<file path="src/rtl/tpmem_frame_ctrl.sv">
// Frame sequencer in front of the stage-2 transpose memory: loads 16-row frames,
// stalls upstream during the 16-cycle column read-out and watches the column strobe.
module tpmem_frame_ctrl #(
  parameter int BW       = 12,
  parameter int FRAMES_W = 8
) (
  input  logic                i_clk,
  input  logic                i_Reset,
  input  logic                i_flush,
  input  logic [16*BW-1:0]    i_data,
  input  logic                i_valid,
  output logic                o_ready,
  output logic [16*BW-1:0]    o_tp_data,
  output logic                o_tp_en,
  output logic                o_tp_rstn,
  input  logic                i_tp_en,
  output logic [3:0]          o_col_idx,
  output logic                o_frame_done,
  output logic [FRAMES_W-1:0] o_frame_cnt,
  output logic                o_err
);

  typedef enum logic [1:0] {
    LOAD  = 2'd0,
    DRAIN = 2'd1,
    FLUSH = 2'd2
  } state_t;

  state_t              r_state;
  state_t              w_state_nxt;
  logic [3:0]          r_row_cnt;
  logic [3:0]          r_drain_cnt;
  logic [3:0]          r_col_cnt;
  logic                r_flush_cnt;
  logic                r_pending;
  logic                r_frame_done;
  logic                r_err;
  logic [FRAMES_W-1:0] r_frame_cnt;
  logic [16*BW-1:0]    r_tp_data;
  logic                r_tp_en;

  logic                w_accept;
  logic                w_last_row;
  logic                w_mon;
  logic                w_col_last;
  logic                w_err_evt;

  assign o_ready    = ~i_Reset & (r_state == LOAD);
  assign w_accept   = i_valid & o_ready & ~i_flush;
  assign w_last_row = w_accept & (r_row_cnt == 4'd15);
  assign o_tp_rstn  = ~i_Reset & (r_state != FLUSH);

  // The strobe is meaningless while the memory is held in reset, so the monitor ignores it.
  assign w_mon      = (r_state != FLUSH);
  assign w_col_last = w_mon & i_tp_en & (r_col_cnt == 4'd15);
  assign w_err_evt  = (w_mon & i_tp_en & ~r_pending)
                    | (w_mon & ~i_tp_en & (r_col_cnt != 4'd0))
                    | (i_flush & (r_state == DRAIN));

  assign o_tp_data    = r_tp_data;
  assign o_tp_en      = r_tp_en;
  assign o_col_idx    = r_col_cnt;
  assign o_frame_done = r_frame_done;
  assign o_frame_cnt  = r_frame_cnt;
  assign o_err        = r_err;

  always_comb begin
    w_state_nxt = r_state;
    if (i_flush) begin
      w_state_nxt = FLUSH;
    end else begin
      case (r_state)
        LOAD:    if (w_last_row) w_state_nxt = DRAIN;
        DRAIN:   if (r_drain_cnt == 4'd15) w_state_nxt = LOAD;
        FLUSH:   if (r_flush_cnt) w_state_nxt = LOAD;
        default: w_state_nxt = LOAD;
      endcase
    end
  end

  always_ff @(posedge i_clk) begin
    if (i_Reset) begin
      r_state     <= LOAD;
      r_row_cnt   <= 4'd0;
      r_drain_cnt <= 4'd0;
      r_flush_cnt <= 1'b0;
    end else begin
      r_state <= w_state_nxt;
      if (i_flush) begin
        r_row_cnt   <= 4'd0;
        r_drain_cnt <= 4'd0;
        r_flush_cnt <= 1'b0;
      end else begin
        case (r_state)
          LOAD: begin
            if (w_accept) r_row_cnt <= r_row_cnt + 4'd1;
            r_drain_cnt <= 4'd0;
          end
          DRAIN:   r_drain_cnt <= r_drain_cnt + 4'd1;
          FLUSH:   r_flush_cnt <= 1'b1;
          default: r_row_cnt <= 4'd0;
        endcase
      end
    end
  end

  // Write enable is the registered accept; it is already low in FLUSH because o_ready is.
  always_ff @(posedge i_clk) begin
    if (i_Reset) begin
      r_tp_data <= '0;
      r_tp_en   <= 1'b0;
    end else begin
      r_tp_en <= w_accept;
      if (w_accept) r_tp_data <= i_data;
    end
  end

  always_ff @(posedge i_clk) begin
    if (i_Reset) begin
      r_col_cnt    <= 4'd0;
      r_pending    <= 1'b0;
      r_frame_done <= 1'b0;
      r_frame_cnt  <= '0;
      r_err        <= 1'b0;
    end else begin
      r_frame_done <= w_col_last;
      if (w_col_last) r_frame_cnt <= r_frame_cnt + FRAMES_W'(1);
      if (w_err_evt) r_err <= 1'b1;
      if (i_flush || !w_mon) begin
        r_col_cnt <= 4'd0;
        r_pending <= 1'b0;
      end else begin
        if (i_tp_en) r_col_cnt <= r_col_cnt + 4'd1;
        if (w_col_last) r_pending <= 1'b0;
        else if (w_last_row) r_pending <= 1'b1;
      end
    end
  end

endmodule

</file>
<file path="config.mk">
export PLATFORM = sky130hd
export DESIGN_NAME = tpmem_frame_ctrl
export DESIGN_NICKNAME = d
export VERILOG_FILES = /design/src/rtl/tpmem_frame_ctrl.sv
export SDC_FILE = /design/constraint.sdc
export NUM_CORES = 1
export LEC_CHECK = 0
export ABC_AREA = 1
export CORE_AREA = 4 4 155 157
export DETAILED_ROUTE_END_ITERATION = 16
export DIE_AREA = 0 0 159 161
export PLACE_DENSITY_LB_ADDON = 0.2
export SETUP_SLACK_MARGIN = 0.15
export SYNTH_ARGS = -nofsm -noshare
export SYNTH_HDL_FRONTEND = slang
export SYNTH_SLANG_ARGS = --single-unit
export TNS_END_PERCENT = 5
</file>
<file path="constraint.sdc">
create_clock -name i_clk -period 1.9 [get_ports i_clk]
set_clock_uncertainty 0.15 [all_clocks]
set_input_delay 0.475 -clock i_clk [delete_from_list [all_inputs] [get_ports i_clk]]
set_output_delay 0.475 -clock i_clk [all_outputs]
set_load 0.05 [all_outputs]
</file>
======== Word-level counts from Yosys, hierarchy flattened ========
Cells that the tools add are included.
operators by class
  $add $sub $neg .......................... 4
  equality and inequality tests ........... 13
  mux-type cells .......................... 8
  bitwise logic cells ..................... 18
  reduce and logical (&&, ||, !) cells .... 12
operators with widths
  kind                   count
  $pmux W4 S2            2
  $add A4 B1 Y4 const B  3
  $eq A4 B4 Y1 const B   3
  $and A1 B1 Y1          11
  $add A8 B1 Y8 const B  1
  $mux W2                4
  $ne A2 B2 Y1 const B   4
  $ne A3 B3 Y1 const B   2
  $pmux W2 S3            1
  $reduce_and A3 Y1      2
  $reduce_or A2 Y1       3
  $not A1 Y1             5
  $mux W4                1
  $reduce_bool A4 Y1     1
  $ne A3 B2 Y1 const B   1
  $reduce_or A3 Y1       1
  $eq A2 B1 Y1 const B   1
  $eq A2 B2 Y1 const B   1
  $logic_not A2 Y1       1
  $ne A2 B1 Y1 const B   1
  $or A1 B1 Y1           2
  $reduce_and A2 Y1      1
  $reduce_bool A2 Y1     1
  $logic_not A1 Y1       1
  $logic_or A1 B1 Y1     1
storage, ports and cells
  register bits after elaboration ......... 219
  input bits .............................. 197
  word-level logic and storage cells ...... 67

======== Logic depth before layout (Yosys ltp) ========
Gate-level depths: netlist (run 1).
  depth after elaboration ................. 8
  mapped depth ............................ 9
  depth with buffers taken out ............ 9

======== Least setup slack after synthesis (run 1) ========
OpenSTA, ideal clock, no wires.
  path kind ............................... register to register
  from .................................... register r_state[0]
  to ...................................... register r_pending
  library setup time ...................... 0.087 ns
  arrival ................................. 1.811 ns
  data required time ...................... 1.663 ns
  path slack .............................. -0.147 ns
  cell stages (with the launch flop) ...... 6
  path buffers ............................ 0
  period minus slack after synthesis ...... 2.047 ns
  cell sequence ........................... dfxtp_1 -> inv_1 -> ha_1 -> nor2_1 -> nand2_1 -> a211oi_1
between the ends
  longest elaborated chain between the ends .. 5
ends and longest elaborated chain
  what                        RTL line  source
  from (decl)                 29        state_t r_state;
  from (signal assigned)      88        r_state <= w_state_nxt;
  $logic_not A2 Y1            48        assign o_ready = ~i_Reset & (r_state == LOAD);
  $and A1 B1 Y1               48
  $and A1 B1 Y1 (2 in a row)  49        assign w_accept = i_valid & o_ready & ~i_flush;
  $and A1 B1 Y1               50        assign w_last_row = w_accept & (r_row_cnt == 4'd15);
  to (signal assigned)        121       r_pending <= 1'b0;
  to (signal assigned)        131       r_pending <= 1'b0;
  to (signal assigned)        134       if (w_col_last) r_pending <= 1'b0;
  to (decl)                   35        logic r_pending;
Parallel ways exist; a longest one is shown, timed or not.
A chain may end at the register's enable or synchronous reset.

======== Worst setup path after layout (run 1) ========
  from .................................... register r_state[1]
  to ...................................... output port o_ready
between the ends
  longest elaborated chain between the ends .. 2
ends and longest elaborated chain
  what              RTL line  source
  $logic_not A2 Y1  48
  $and A1 B1 Y1     48
  to (decl)         12        output logic o_ready,
Every way passes these cells.

==> results of run 1 <==
[where the power goes]
group	internal, mW	switching [mW]	total, mW
combinational	0.964	1.34	2.30
sequential	4.81	0.126	4.93
clock	3.15	1.90	5.05
[per-layer routing]
metal	up-vias	share of wire [%]	global-route usage, %
met2	304	51	35.5
met1	3783	38	22.6
li1	4129	-	-
met5	-	0	0
met3	50	7.7	5.56
met4	0	2.7	5.84
[cell usage after synthesis]
library cell / number / share of area [%]
buf_2: 32 / 2.0
a21oi_1: 21 / 1.3
inv_1: 23 / 1.1
clkbuf_1: 3 / 0.14
nand2_2: 1 / 0.079
a21oi_2: 1 / 0.11
buf_4: 13 / 1.2
o31ai_1: 1 / 0.095
xor2_1: 2 / 0.22
nand2_1: 421 / 20
nor2_1: 25 / 1.2
o21ai_0: 4 / 0.25
buf_1: 9 / 0.43
dfxtp_1: 219 / 55
ha_1: 8 / 1.3
o21a_1: 1 / 0.095
nand4_1: 2 / 0.16
nor3_1: 2 / 0.13
a31oi_1: 1 / 0.079
a211oi_1: 1 / 0.095
nor3_4: 1 / 0.21
clkinv_2: 1 / 0.063
nand3_1: 204 / 13
a21boi_0: 1 / 0.095
nor3b_1: 1 / 0.095
buf_6: 8 / 1.1
nor2_4: 1 / 0.14
[final cells by class]
class,instances,area [um2]
multi-input combinational,699,3590
clock buffer,33,706
sequential,219,4410
timing repair buffer,483,4890
fill,1916,8280
clock inverter,11,161
tap,285,357
inverter,24,105
[registers in the layout, summed over array words and instances, names as in the netlist]
register      count
o_err             1
o_frame_done      1
o_frame_cnt       8
r_drain_cnt       4
r_row_cnt         4
o_col_idx         4
r_pending         1
r_flush_cnt       1
o_tp_en           1
o_tp_data       192
r_state           2
[final timing paths]
path / from / endpoint / cells after the start
hold / removal: r_drain_cnt[3] / r_drain_cnt[3] / 1
setup / recovery: r_state[1] / o_ready / 5
setup reg to reg: r_state[1] / o_tp_data[81] / 10
hold reg to reg: r_drain_cnt[3] / r_drain_cnt[3] / 1
[per-stage QoR]
stage / utilization (%) / setup slack, ns / hold slack [ns]
2_1_floorplan: - / 0.130 / 0.265
3_3_place_gp: 54.8 / -0.300 / 0.278
3_5_place_dp: 54.8 / -0.338 / 0.289
4_1_cts: 59.2 / -0.137 / 0.296
5_1_grt: 63.2 / -0.145 / 0.319
6_report: 63.2 / -0.0903 / 0.291
[worst max-delay path, cell delays in order, from the launching register on]
cell,delay (ns)
dfxtp_4,0.36
inv_4,0.07
ha_4,0.14
inv_4,0.04
nor2_4,0.10
buf_12,0.14
[repair_timing]
action                                  in CTS  in global routing
buffers inserted                             6                  7
pin swaps                                    4                 66
endpoints found under the setup margin      69                183
cloned                                       0                  7
gates resized for setup                     29                184
[logic make-up after synthesis]
group           count (synthesis)  share of synthesized area [%]
simple gates                  658                           34.9
buf+inv                        89                           6.12
fa+ha+maj                       8                           1.26
flops                         219                           55.4
xor+xnor                        2                          0.221
compound gates                 31                           2.15
==> flow_summary.yaml, run 1 <==
outcome:
  status: "finished, violations left"
  violations: "setup timing"
clock_tree:
  cts_buffers: 25
  cts_tree: "built"
  ctsHtreeMaxLevel: 1
  clock_latency_ns: 0.51
  clock_path_buffers: 3
  root_buffer: "clkbuf_16"
  clk_pin_slew_ns: 0.06
  postCtsHoldBufs: 0
  clock-sinks: 219
final_layout:
  final_common_cell: "nand2_1"
  layout.nets: 1657
  area_delta_synth_final_pct: 79.6
  antenna_cells: 0
  drive_gt1_share_pct: 32.3
  stdcell_count: 1754
  stdcell_area_um2: 14200
  final_cell_mix: "nand2_1 (327), buf_4 (219), dfxtp_1 (205), clkdlybuf4s50_1 (195), nand3_1 (183)"
timing:
  maxSlewViolCount: 0
  fmax_mhz: 502
  max-slew-margin-rel_pct: 68.9
  hold_violations: 0
  fin_ws_ns: -0.0903
  rsz0062_at_grt: "yes"
  period_minus_slack_ns: 1.99
  tns_ns: -0.166
  fin_crit_sh_pct: 105
  finalSetupViolations: 2
  tightest_slew_ns: 0.465
critical_path:
  cp.arrival_ns: 1.37
  critPathKind: "reg -> out"
  cp.required_ns: 1.27
  reg2reg_slack_ns: 0.07
  crit_path_start_kind: "register"
  path_max_fanout: 3
  end_kind: "output pin"
synthesis:
  ys_seq_area_share_pct: 55.4
  postSynthRegisterBits: 219
  synth.avg_cell_area_um2: 7.86
  syn_nets: 1212
  synth.distinct_cells: 27
  synth_warnings: 0
  synthesis.instances: 1007
  synth_area_um2: 7920
routing:
  drc_errors: 0
  first_iter_violations: 464
  routedWlPerCell_um: 16.5
  first_pass_iters: 5
  via_per_inst: 4.71
  vias: 8266
  ant_nets: 0
  drt-total-wl_mm: 28.9
pwr:
  leakagePower_nw: 6.84
  total_power_mw: 12.3
  cellPowerDensity_nw_per_um2: 864
  ir_drop_mv: 0.550
die:
  die_y_um: 161
  rows: 55
  dieArea_um2: 25600
  fp.coreArea_um2: 22500
  initial_utilization_pct: 35.2
  ios: 406
  die_w_um: 159
placed_design:
  placed_cells: 1690
  dp_hpwl_mm: 20.2
  placedInstanceArea_um2: 12300
  gp_congestion: 0.824
  io_buffers: 405
hold_path:
  hold_path.class: "reg -> reg"
global_route:
  grt-ovfl-total: 0
  grt_pass1_wl_mm: 41.5
  grt_max_degree: 40
  grt_pass1_vias: 7633
  grt_usage_pct: 19.6
  antenna_found_initial: 0
flow_run:
  maxCapViolCount: 0
No activity file was read; power rests on OpenSTA's default activity.
==> run 2, diff against run 1 <==
==> constraint.sdc (replaced) <==
create_clock -name i_clk -period 1.9 [get_ports i_clk]
set_clock_uncertainty 0.15 [all_clocks]
set_input_delay 0.38 -clock i_clk [delete_from_list [all_inputs] [get_ports i_clk]]
set_output_delay 0.38 -clock i_clk [all_outputs]
set_load 0.05 [all_outputs]
==> flow_summary.yaml, run 2 (synthesis gave the netlist of run 1 again) <==
global_route:
  grt-ovfl-total: 0
  use_met3_pct: 5.69
  met1_usage_pct: 23.0
  grt_use_met2_pct: 34.4
  grt_pass1_vias: 7594
  antenna_found_initial: 1
  grt_pass1_wl_mm: 41.5
  grt_usage_pct: 19.5
  grt_max_degree: 53
  grt-busiest-layer: "met2"
routing:
  vias: 8063
  first_iter_violations: 517
  drt-total-wl_mm: 26.9
  ant_nets: 0
  first_pass_iters: 5
  routedWlPerCell_um: 15.5
  via_per_inst: 4.63
  drc_errors: 0
die:
  die_y_um: 161
  initial_utilization_pct: 35.2
  ios: 406
  rows: 55
  fp.coreArea_um2: 22500
  dieArea_um2: 25600
  die_w_um: 159
pwr:
  cellPowerDensity_nw_per_um2: 877
  leakagePower_nw: 6.42
  ir_drop_mv: 0.706
  total_power_mw: 11.5
hold_path:
  holdPathStages: 3
  hold_path.class: "in -> reg"
clock_tree:
  cts_tree: "built"
  clock_latency_ns: 0.50
  ctsHtreeMaxLevel: 1
  postCtsHoldBufs: 0
  clock_path_buffers: 3
  cts_buffers: 24
  clock-sinks: 219
  clk_pin_slew_ns: 0.06
  root_buffer: "clkbuf_16"
critical_path:
  crit_path_start_kind: "register"
  reg2reg_slack_ns: 0.22
  critPathCapture: "o_ready"
  r2r_end: "o_tp_data[10]"
  cp.arrival_ns: 1.42
  end_kind: "output pin"
  reg2regPathDepth: 10
  critPathKind: "reg -> out"
  regToRegStartpoint: "r_state[1]"
  cp-startpoint: "r_state[1]"
  path_max_fanout: 3
  cp.required_ns: 1.37
timing:
  fin_crit_sh_pct: 103
  fmax_mhz: 512
  maxSlewViolCount: 0
  fin_ws_ns: -0.0531
  max-slew-margin-rel_pct: 73.0
  tightest_slew_ns: 0.404
  rsz0062_at_grt: "yes"
  tns_ns: -0.0922
  finalSetupViolations: 2
  period_minus_slack_ns: 1.95
  hold_violations: 0
placed_design:
  gp_congestion: 0.836
  dp_hpwl_mm: 20.1
  io_buffers: 405
  placedInstanceArea_um2: 12200
final_layout:
  area_delta_synth_final_pct: 66.1
  layout.nets: 1646
  stdcell_area_um2: 13100
  final_common_cell: "nand2_1"
  final_cell_mix: "nand2_1 (419), buf_4 (245), dfxtp_1 (214), nand3_1 (204), clkdlybuf4s50_1 (195)"
  largest_reg_flops: 192
  antenna_cells: 0
  drive_gt1_share_pct: 23.0
outcome:
  status: "finished, violations left"
  violations: "setup timing"
flow_run:
  maxCapViolCount: 0
run 2: cell count changes in the layout (fill, tap and decap cells not counted), sizes merged:
cell,change
buf,-6
inv,-1
clkinv,+3
bufinv,-3
clkbuf,-6
run 2: how the worst min path moves through the flow:
stage / start / endpoint / slack (ns)
finish: i_data[93] / o_tp_data[93] / 0.26
global route: i_data[153] / o_tp_data[153] / 0.25
floorplan: r_drain_cnt[3] / r_drain_cnt[3] / 0.27
CTS: i_data[43] / o_tp_data[43] / 0.23
detailed placement: r_drain_cnt[3] / r_drain_cnt[3] / 0.29
global placement: r_drain_cnt[3] / r_drain_cnt[3] / 0.28
run 2: final cells by class:
cell class | count | area, um2
clock inverters | 10 | 78.8
multi-input cells | 699 | 3100
flip-flops and latches | 219 | 4390
inverters | 24 | 100
repair buffers | 473 | 4440
fillers | 2073 | 9350
well taps | 285 | 357
clock buffers | 31 | 678
run 2: per-stage QoR:
stage,util (%),hold WS [ns],cells,worst slack (ns)
after global placement,54.4,0.276,1693,-0.145
final,58.4,0.261,1741,-0.0531
after detailed placement,54.4,0.289,1693,-0.209
after global routing,58.4,0.247,1741,-0.128
after CTS,58.0,0.231,1737,-0.0992
after floorplan,-,0.265,1007,0.0197
run 2: critical path: stages, from the launching register on:
cell	delay [ns]
dfxtp_2	0.33
inv_2	0.08
ha_4	0.14
buf_6	0.10
inv_6	0.03
nor2_4	0.09
buf_12	0.14
run 2: repair_timing:
action                     in CTS  in global routing
gates cloned                    0                  2
pin swaps                       3                  3
resized for setup              15                  5
setup endpoints to repair       6                188
setup buffers                   3                  2
run 2: report_power, final:
group	leakage (nW)	switching (mW)	internal, mW
sequential	1.79	0.111	4.81
combinational	4.25	1.26	0.883
clock	0.383	1.83	2.64
total	6.42	3.20	8.33
run 2: per-layer routing:
layer	up-vias	wire length, um
li1	4102	-
met1	3602	10600
met2	301	13400
met3	56	2110
met4	2	826
met5	-	8
